**src/rtl/pcie_dll_tx_replay.sv**
```systemverilog
`default_nettype none
// ============================================================================
//  Module   : pcie_dll_tx_replay
//  Function : PCIe DLL transmit path - sequence/LCRC framing and replay buffer
//  Revision : 1.0  initial release
// ============================================================================
module pcie_dll_tx_replay #(
    parameter int  TLP_W          = 224,
    parameter int  SEQ_W          = 12,
    parameter int  DEPTH          = 8,
    parameter int  REPLAY_TIMEOUT = 256,
    localparam int DLL_W          = TLP_W + SEQ_W + 32
) (
    input  logic                   clk,
    input  logic                   rst,
    input  logic                   tl_valid,
    output logic                   tl_ready,
    input  logic [TLP_W-1:0]       tl_tlp,
    output logic                   dll_valid,
    input  logic                   dll_ready,
    output logic [DLL_W-1:0]       dll_tlp,
    input  logic                   dllp_valid,
    input  logic [47:0]            dllp,
    output logic [SEQ_W-1:0]       next_seq,
    output logic [SEQ_W-1:0]       acked_seq,
    output logic [$clog2(DEPTH):0] buf_count,
    output logic [1:0]             replay_num,
    output logic                   link_retrain,
    output logic                   dllp_err
);

    localparam int c_AW    = $clog2(DEPTH);
    localparam int c_CW    = c_AW + 1;
    localparam int c_TW    = $clog2(REPLAY_TIMEOUT + 1);
    localparam int c_MSG_W = SEQ_W + TLP_W;
    localparam logic [31:0]     c_POLY        = 32'h04C1_1DB7;
    localparam logic [c_CW-1:0] c_DEPTH_CNT   = c_CW'(DEPTH);
    localparam logic [c_TW-1:0] c_TIMER_LAST  = c_TW'(REPLAY_TIMEOUT - 1);
    localparam logic [0:0]      c_ST_NORMAL   = 1'b0;
    localparam logic [0:0]      c_ST_REPLAY   = 1'b1;

    // CRC-32, MSB first, init all-ones, no reflection, inverted result
    function automatic logic [31:0] f_lcrc(input logic [c_MSG_W-1:0] msg);
        logic [31:0] crc;
        crc = 32'hFFFF_FFFF;
        for (int i = c_MSG_W - 1; i >= 0; i--) begin
            if (crc[31] ^ msg[i]) crc = {crc[30:0], 1'b0} ^ c_POLY;
            else                  crc = {crc[30:0], 1'b0};
        end
        return ~crc;
    endfunction

    logic [DLL_W-1:0] r_mem [DEPTH];
    logic [0:0]       r_state;
    logic [0:0]       w_state_next;
    logic [c_AW-1:0]  r_wr_ptr;
    logic [c_AW-1:0]  r_rd_ptr;
    logic [c_AW-1:0]  r_rp_ptr;
    logic [c_CW-1:0]  r_rp_left;
    logic [c_CW-1:0]  r_count;
    logic [SEQ_W-1:0] r_next_seq;
    logic [SEQ_W-1:0] r_acked_seq;
    logic [c_TW-1:0]  r_timer;
    logic [1:0]       r_replay_num;
    logic             r_link_retrain;
    logic             r_dllp_err;
    logic             r_dll_valid;
    logic [DLL_W-1:0] r_dll_tlp;

    logic             w_out_free;
    logic             w_tl_ready;
    logic             w_tl_fire;
    logic             w_rp_load;
    logic [DLL_W-1:0] w_new_entry;
    logic [SEQ_W-1:0] w_dllp_seq;
    logic             w_is_ack;
    logic             w_is_nak;
    logic             w_dllp_hit;
    logic [SEQ_W-1:0] w_n;
    logic             w_n_bad;
    logic             w_purge;
    logic [c_CW-1:0]  w_n_eff;
    logic             w_progress;
    logic [c_CW-1:0]  w_count_next;
    logic [c_AW-1:0]  w_rd_ptr_next;
    logic             w_clamp;
    logic [c_CW-1:0]  w_rp_left_c;
    logic [c_AW-1:0]  w_rp_ptr_c;
    logic             w_expire;
    logic             w_nak_replay;
    logic             w_trigger;
    logic [1:0]       w_rn_base;
    logic             w_unused_dllp;

    assign w_unused_dllp = ^{dllp[47:32], dllp[23:12]};

    // ACK/NAK distance from the last acknowledged sequence number
    assign w_dllp_seq    = SEQ_W'(dllp[11:0]);
    assign w_is_ack      = dllp_valid && (dllp[31:24] == 8'h00);
    assign w_is_nak      = dllp_valid && (dllp[31:24] == 8'h10);
    assign w_dllp_hit    = w_is_ack || w_is_nak;
    assign w_n           = w_dllp_seq - r_acked_seq;
    assign w_n_bad       = w_n > SEQ_W'(r_count);
    assign w_purge       = w_dllp_hit && !w_n_bad;
    assign w_n_eff       = w_purge ? c_CW'(w_n) : '0;
    assign w_progress    = (w_n_eff != '0);

    assign w_out_free    = !r_dll_valid || dll_ready;
    assign w_tl_fire     = tl_valid && w_tl_ready;
    assign w_new_entry   = {r_next_seq, tl_tlp, f_lcrc({r_next_seq, tl_tlp})};
    assign w_count_next  = r_count + c_CW'(w_tl_fire) - w_n_eff;
    assign w_rd_ptr_next = r_rd_ptr + w_n_eff[c_AW-1:0];

    // A purge that overtakes the replay cursor drags the cursor to the new head
    assign w_clamp       = r_rp_left > w_count_next;
    assign w_rp_left_c   = w_clamp ? w_count_next  : r_rp_left;
    assign w_rp_ptr_c    = w_clamp ? w_rd_ptr_next : r_rp_ptr;

    assign w_expire      = (r_state == c_ST_NORMAL) && (r_count != '0) &&
                           !w_progress && (r_timer == c_TIMER_LAST);
    assign w_nak_replay  = (r_state == c_ST_NORMAL) && w_is_nak && w_purge &&
                           (w_count_next != '0);
    assign w_trigger     = w_expire || w_nak_replay;
    assign w_rn_base     = w_progress ? 2'd0 : r_replay_num;

    always_ff @(posedge clk) begin
        if (rst) r_state <= c_ST_NORMAL;
        else     r_state <= w_state_next;
    end

    always_comb begin
        w_state_next = r_state;
        case (r_state)
            c_ST_NORMAL: if (w_trigger) w_state_next = c_ST_REPLAY;
            c_ST_REPLAY: if ((w_count_next == '0) || ((w_rp_left_c == '0) && w_out_free))
                             w_state_next = c_ST_NORMAL;
            default:     w_state_next = c_ST_NORMAL;
        endcase
    end

    always_comb begin
        w_tl_ready = 1'b0;
        w_rp_load  = 1'b0;
        case (r_state)
            c_ST_NORMAL: w_tl_ready = (r_count < c_DEPTH_CNT) && w_out_free;
            c_ST_REPLAY: w_rp_load  = (w_rp_left_c != '0) && w_out_free;
            default:     w_tl_ready = 1'b0;
        endcase
    end

    always_ff @(posedge clk) begin
        if (w_tl_fire) r_mem[r_wr_ptr] <= w_new_entry;
    end

    always_ff @(posedge clk) begin
        if (rst) begin
            r_dll_valid <= 1'b0;
            r_dll_tlp   <= '0;
        end else if (w_tl_fire) begin
            r_dll_valid <= 1'b1;
            r_dll_tlp   <= w_new_entry;
        end else if (w_rp_load) begin
            r_dll_valid <= 1'b1;
            r_dll_tlp   <= r_mem[w_rp_ptr_c];
        end else if (dll_ready) begin
            r_dll_valid <= 1'b0;
        end
    end

    always_ff @(posedge clk) begin
        if (rst) begin
            r_wr_ptr       <= '0;
            r_rd_ptr       <= '0;
            r_rp_ptr       <= '0;
            r_rp_left      <= '0;
            r_count        <= '0;
            r_next_seq     <= '0;
            r_acked_seq    <= '1;
            r_timer        <= '0;
            r_replay_num   <= 2'd0;
            r_link_retrain <= 1'b0;
            r_dllp_err     <= 1'b0;
        end else begin
            if (w_tl_fire) begin
                r_wr_ptr   <= r_wr_ptr + 1'b1;
                r_next_seq <= r_next_seq + 1'b1;
            end
            r_rd_ptr    <= w_rd_ptr_next;
            r_count     <= w_count_next;
            r_dllp_err  <= w_dllp_hit && w_n_bad;
            if (w_purge) r_acked_seq <= w_dllp_seq;

            if ((r_state == c_ST_NORMAL) && w_trigger) begin
                r_rp_ptr  <= w_rd_ptr_next;
                r_rp_left <= w_count_next;
            end else if (r_state == c_ST_REPLAY) begin
                r_rp_ptr  <= w_rp_ptr_c + c_AW'(w_rp_load);
                r_rp_left <= w_rp_left_c - c_CW'(w_rp_load);
            end

            if ((r_state == c_ST_NORMAL) && (r_count != '0))
                r_timer <= (w_progress || w_expire) ? '0 : r_timer + 1'b1;
            else
                r_timer <= '0;

            // Rollover from 3 still replays, but also asks for link retraining
            r_replay_num   <= w_trigger ? w_rn_base + 2'd1 : w_rn_base;
            r_link_retrain <= w_trigger && (w_rn_base == 2'd3);
        end
    end

    assign tl_ready     = w_tl_ready;
    assign dll_valid    = r_dll_valid;
    assign dll_tlp      = r_dll_tlp;
    assign next_seq     = r_next_seq;
    assign acked_seq    = r_acked_seq;
    assign buf_count    = r_count;
    assign replay_num   = r_replay_num;
    assign link_retrain = r_link_retrain;
    assign dllp_err     = r_dllp_err;

endmodule
`default_nettype wire

```
**config.mk**
```make
export PLATFORM = sky130hd
export DESIGN_NAME = pcie_dll_tx_replay
export DESIGN_NICKNAME = d
export VERILOG_FILES = /design/src/rtl/pcie_dll_tx_replay.sv
export SDC_FILE = /design/constraint.sdc
export NUM_CORES = 2
export LEC_CHECK = 0
export CORE_ASPECT_RATIO = 0.75
export CORE_MARGIN = 1.5
export CORE_UTILIZATION = 55
export DETAILED_ROUTE_END_ITERATION = 8
export HOLD_SLACK_MARGIN = 0.06
export PLACE_DENSITY = 0.84
export SETUP_SLACK_MARGIN = 0.05
export SLEW_MARGIN = 20
export SYNTH_ARGS = -nofsm -noshare
export SYNTH_HDL_FRONTEND = slang
export SYNTH_SLANG_ARGS = --single-unit
```
**constraint.sdc**
```tcl
create_clock -name clk -period 40.8 [get_ports clk]
set_clock_uncertainty 0.1 [all_clocks]
set_input_delay 6.12 -clock clk [delete_from_list [all_inputs] [get_ports clk]]
set_output_delay 6.12 -clock clk [all_outputs]
set_load 0.005 [all_outputs]
```
Word level (Yosys, flattened, before mapping)
Memory sizes are Yosys's and may differ from the RTL's.
Cells that the tools add are included.
{ "totals": {"reg_bits": 324, "ramBits": 2144, "in_bits": 277, "wordCells": 796, "mem_count": 1} }
{ "mem_list": {"columns": ["name", "depth", "word_bits", "read_ports", "rd_ports_with_merged_regs", "wr", "line_no", "rtl"], "rows": [
  ["r_mem", 8, 268, 1, 0, 1, "53", "logic [DLL_W-1:0] r_mem [DEPTH];"]
]} }
{ "op_classes": {"add_sub_neg": 10, "order_cmp": 3, "eq_ne": 3, "n_mux": 257, "n_bitwise": 473, "reduce_logical": 35} }
{ "op_table": {"columns": ["cell", "n"], "rows": [
  ["27-bit two-way mux", 236],
  ["14-bit NOT", 235],
  ["268-bit two-way mux", 2],
  ["1-bit XOR", 230],
  ["32-bit NOT", 1],
  ["1-bit logical AND", 16],
  ["4-bit two-way mux", 4],
  ["4-bit nonzero test", 4],
  ["12-bit by 1-bit adder with 12-bit output (second input constant)", 1],
  ["12-bit by 4-bit > comparator with 1-bit output", 1],
  ["12-bit subtractor", 1],
  ["9-bit by 1-bit adder with 9-bit output (second input constant)", 1],
  ["9-bit by 8-bit equality test with 1-bit output (second input constant)", 1],
  ["1-bit two-way mux", 9],
  ["3-bit two-way mux", 3],
  ["8-bit by 5-bit equality test with 1-bit output (second input constant)", 1],
  ["4-bit zero test", 2],
  ["8-bit zero test", 1],
  ["1-bit logical OR", 5],
  ["1-bit XOR (first input constant)", 5],
  ["4-bit by 1-bit adder with 4-bit output", 1],
  ["4-bit > comparator", 1],
  ["4-bit < comparator (second input constant)", 1],
  ["2-bit two-way mux", 2],
  ["other kinds (13)", 17]
]} }

Logic depth before layout (Yosys ltp)
{ "logic_depth": {"depth_word": 473, "ltp_mapped": 52, "mapped_depth_nobuf": 45} }

Worst setup path before layout
Ideal clock, no wire load.
{ "synth_path": {"kind": "input -> register", "start": "input dll_ready", "end": "memory r_mem[1][0] (netlist bit) (enable)", "arrival_time_ps": 34545, "slack_ps": 4508, "cell_stages": 8, "n_path_buf": 3, "path_cell_list": "nand2b_1 -> nor3b_1 -> and2_1 -> clkbuf_1 -> inv_1 -> clkbuf_1 -> clkbuf_1 -> nor4b_1"} }
{ "synth_between": {"elab_chain_len": 6} }
{ "synth_rtl": {"columns": ["element", "line_no", "rtl"], "rows": [
  ["start, declared", "20", "input logic dll_ready,"],
  ["1-bit logical OR", "108", "assign w_out_free = !r_dll_valid || dll_ready;"],
  ["1-bit logical AND", "145", "c_ST_NORMAL: w_tl_ready = (r_count < c_DEPTH_CNT) && w_out_free;"],
  ["1-bit two-way mux", "144", "case (r_state)"],
  ["net tl_ready", "17", "output logic tl_ready,"],
  ["1-bit logical AND", "109", "assign w_tl_fire = tl_valid && w_tl_ready;"],
  ["1-bit two-way mux", "152", "if (w_tl_fire) r_mem[r_wr_ptr] <= w_new_entry;"],
  ["1-bit two-way mux (not written as such)", "152", null],
  ["end, declared", "53", null]
]} }
The timed path passes the listed nets, and every way through them passes these cells.

Final worst setup path
{ "layout_path": {"start": "input tl_tlp[211]", "end": "register r_dll_tlp[13] (netlist: dll_tlp[13])"} }
{ "layout_between": {"elab_chain_len": 274, "elab_cells_between_ends": 621, "classes_between": "213 x mux; 408 x bitwise"} }
{ "layout_rtl": {"columns": ["element", "line_no", "rtl"], "rows": [
  ["start, declared", "18", "input logic [TLP_W-1:0] tl_tlp,"],
  ["1-bit XOR *", "47", "if (crc[31] ^ msg[i]) crc = {crc[30:0], 1'b0} ^ c_POLY;"],
  ["27-bit two-way mux *", "47", null],
  ["1-bit XOR / 14-bit NOT (equally long branches)", null, null],
  ["27-bit two-way mux", "47", null],
  ["14-bit NOT (no source line)", null, null],
  ["27-bit two-way mux", "47", null],
  ["14-bit NOT (no source line) / 27-bit two-way mux (equally long branches)", null, null],
  ["27-bit two-way mux / 14-bit NOT (equally long branches)", null, null],
  ["[258 not listed]", null, null],
  ["27-bit two-way mux", "47", null],
  ["14-bit NOT (no source line)", null, null],
  ["27-bit two-way mux", "47", null],
  ["14-bit NOT (no source line)", null, null],
  ["27-bit two-way mux * (2 in a row)", "47", null],
  ["32-bit NOT *", "50", "return ~crc;"],
  ["net w_new_entry[13]", "74", "logic [DLL_W-1:0] w_new_entry;"],
  ["268-bit two-way mux *", "159", "end else if (w_tl_fire) begin"],
  ["end signal, assigned", "161", "r_dll_tlp <= w_new_entry;"],
  ["end signal, assigned", "164", "r_dll_tlp <= r_mem[w_rp_ptr_c];"],
  ["end, declared", "68", "logic [DLL_W-1:0] r_dll_tlp;"]
]} }
The timed path passes the listed nets; every way through them passes the cells marked *.
A chain may end at the register's enable or synchronous reset.

==> results.yml <==
status:
  status: "finished, final reports clean"
synth:
  synthArstFlopShare: 0
  synth_flop_cell: "edfxtp_1"
  synth_edf_count: 2144
  ys_top_cells_by_area: "edfxtp_1 (50%), xnor3_1 (12%), nand2_1 (6.4%)"
  synth_cell_types: 63
  synth_area_per_cell_um2: 13.1
  synth_area_mm2: 0.128
  ys_seq_area_frac: 0.555
  synth_top_area_cell: "edfxtp_1"
  yosys_warnings: 0
  synthCells: 9746
  synth_top_area_frac: 0.504
  synth_seq_cells: 2468
  syn_nets: 10100
critical_path:
  cp_top_family: "XOR/XNOR gates"
  rr_startpoint: "next_seq[8]"
  rr_worst_depth: 46
  path_max_fanout: 10
  crit_end: "dll_tlp[13]"
  reg2reg_slack_ns: 17.28
  critPathLaunchType: "input pin"
  reg2reg_to: "dll_tlp[13]"
  crit_arrival_ns: 29.12
  critPathKind: "in -> reg"
  startpoint: "tl_tlp[211]"
  worst-path-stages: 45
  cp_common_cell: "xnor3_1"
  worstPathRequired_ns: 41.47
  crit_slowest_cell: "xnor3_1"
  setup.worst_path.end_class: "flip-flop"
  crit_buf_inv: 1
  slowest_delay_ns: 0.94
grt:
  grt-busiest-layer: "met2"
  antenna_found_initial: 33
  use_met3: 0.0485
  grt_use_total: 0.284
  grt_use_met2: 0.445
  overflow: 0
  grt_pass1_wl_um: 505000
  grt_max_degree: 225
  grt_pass1_vias: 80300
  grtUsageMet1: 0.406
timing:
  worst_slack_ns: 12.35
  slew_violations: 0
  setup-violations-final: 0
  finalSetupTns_ns: 0
  rsz0062_at_grt: "no"
  max_slew_margin: 0.147
  whs_ns: 0.389
  hold_viol: 0
  fin_crit_ns: 28.45
  post-route-period-util: 0.697
  max_freq_ghz: 0.0351
  tightest_slew_ns: 1.28
clocking:
  ctsRootBufferMaster: "clkbuf_16"
  post_cts_resized: 0
  cts_tree: "built"
  cts_hold_buf: 0
  clk_pin_slew_ns: 0.06
  cts_buffer_depth: 4
  clock_latency_ns: 0.90
  post_cts_buffers: 0
  cts_num_sinks: 2468
  h-tree-depth: 4
  numCtsBuffers: 231
hold_path:
  hp-class: "reg -> reg"
detailed_routing:
  drt_wl_total_um: 344000
  routed_via_density: 6.16
  drc: 0
  wl_per_cell_um: 25.7
  vias: 82400
  ant_nets: 0
  drt-initial-drc-count: 11000
  dr.pass1.iters: 6
finish:
  syn2layout_area_growth_pct: 12.5
  nets: 10400
  final_layout_size_suffix_gt1_frac: 0.0710
  n_fill_cell: 16300
place:
  place_congestion: 0.936
  dp_slack_ns: 11.78
  io_buffers: 550
  hpwl_um: 216000
die:
  die_w_um: 560
  fp.coreArea_mm2: 0.231
  die_y_um: 420
  rows: 153
  initial_core_util: 0.552
  ios: 579
  dieArea_mm2: 0.235
run:
  cap_violations: 0
## per-layer routing
metal / routed length (um) / up-vias
met1: 139000 / 41000
met2: 158000 / 4904
met5: 258 / -
met3: 35100 / 677
li1: - / 35800
met4: 11400 / 38
## worst reg2reg max path: cells and delay by family, from the launching register on
| family | cells | cell delay (ns) |
|---|---|---|
| adder cells (fa/ha/maj) | 1 | 0.36 |
| AO/OA/AOI/OAI | 1 | 0.44 |
| flip-flops | 1 | 0.31 |
| AND/OR/NAND/NOR | 1 | 0.07 |
| buffers and inverters | 1 | 0.33 |
| XOR/XNOR | 42 | 21.82 |
## how the worst min path moves through the flow
stage / endpoint / cells after the start / startpoint
after global routing: r_rp_ptr[1] / 2 / r_rp_ptr[1]
after global placement: r_timer[0] / 1 / r_timer[0]
after detailed placement: r_timer[0] / 1 / r_timer[0]
final: r_timer[0] / 1 / r_timer[0]
after CTS: r_timer[0] / 1 / r_timer[0]
after floorplan: r_rp_ptr[0] / 2 / r_rp_ptr[0]
## kinds of logic (layout without fill, tap and decap cells)
family / after synthesis / count (layout) / synth area share
simple gates: 3689 / 3689 / 0.121
other cells: 0 / 13 / 0
flops: 2468 / 2468 / 0.555
xor+xnor: 2110 / 2110 / 0.250
compound gates: 811 / 811 / 0.0503
mux: 5 / 5 / 0.000392
fa+ha+maj: 42 / 42 / 0.00429
buf+inv: 621 / 1133 / 0.0192
## sequential cells by signal (all words and copies together) (netlist names), 2 cells and up
| register | count |
|---|---|
| r_timer | 9 |
| next_seq | 12 |
| r_rd_ptr | 3 |
| r_mem | 2144 |
| dll_tlp | 268 |
| buf_count | 4 |
| replay_num | 2 |
| acked_seq | 12 |
| r_wr_ptr | 3 |
| r_rp_ptr | 3 |
| r_rp_left | 4 |
## cells in the final DEF, fill, tap and decap left out, drive strengths merged, types with 324 or more instances in the layout
cell type	Yosys	final
dfxtp	324	324
xnor3	716	716
a311oi	338	338
xnor2	938	938
clkdlybuf4s50	0	549
edfxtp	2144	2144
nor2	571	571
xor2	336	336
nand2	2182	2182
nand3	546	546
## synth_stat cells, types with 8 or more instances
cell type and count:
buf_2 9, a311oi_1 338, o211ai_1 10, ha_1 39, inv_1 34, nand2_1 2182, a221oi_1 196, nor2b_1 10
o21ai_0 10, xnor3_1 656, a31oi_1 199, nor4_1 66, xor3_2 18, nor2_1 571, buf_4 22, a21oi_1 30
xor2_2 33, xnor2_4 40, xor3_1 101, nor3_1 15, buf_1 32, xnor2_1 825, edfxtp_1 2144, xor2_1 297
and3_1 272, nand3_1 546, xnor2_2 73, dfxtp_1 324, xnor3_2 59, a21o_1 8, clkbuf_1 519
## stage by stage
| stage | utilization | cell area, um^2 | instances |
|---|---|---|---|
| finish | 0.621 | 144000 | 13400 |
| global route | 0.621 | 144000 | 13400 |
| CTS | 0.621 | 144000 | 13400 |
| detailed placement | 0.587 | 136000 | 12900 |
| global placement | 0.587 | 136000 | 12900 |
| floorplan | - | 128000 | 9746 |
## final cells by class
class,instances,area (um^2),area share
clock buffers,308,6350,0.0442
multi-input cells,6657,54600,0.380
well taps,3100,3880,0.0270
diodes,13,32.5,0.000226
repair buffers,671,6520,0.0453
flip-flops and latches,2468,70900,0.493
inverters,35,148,0.00103
clock inverters,119,1410,0.00978
Power is not shown: default switching activity piles up to over one toggle a cycle in this logic, so the estimate is an artifact.
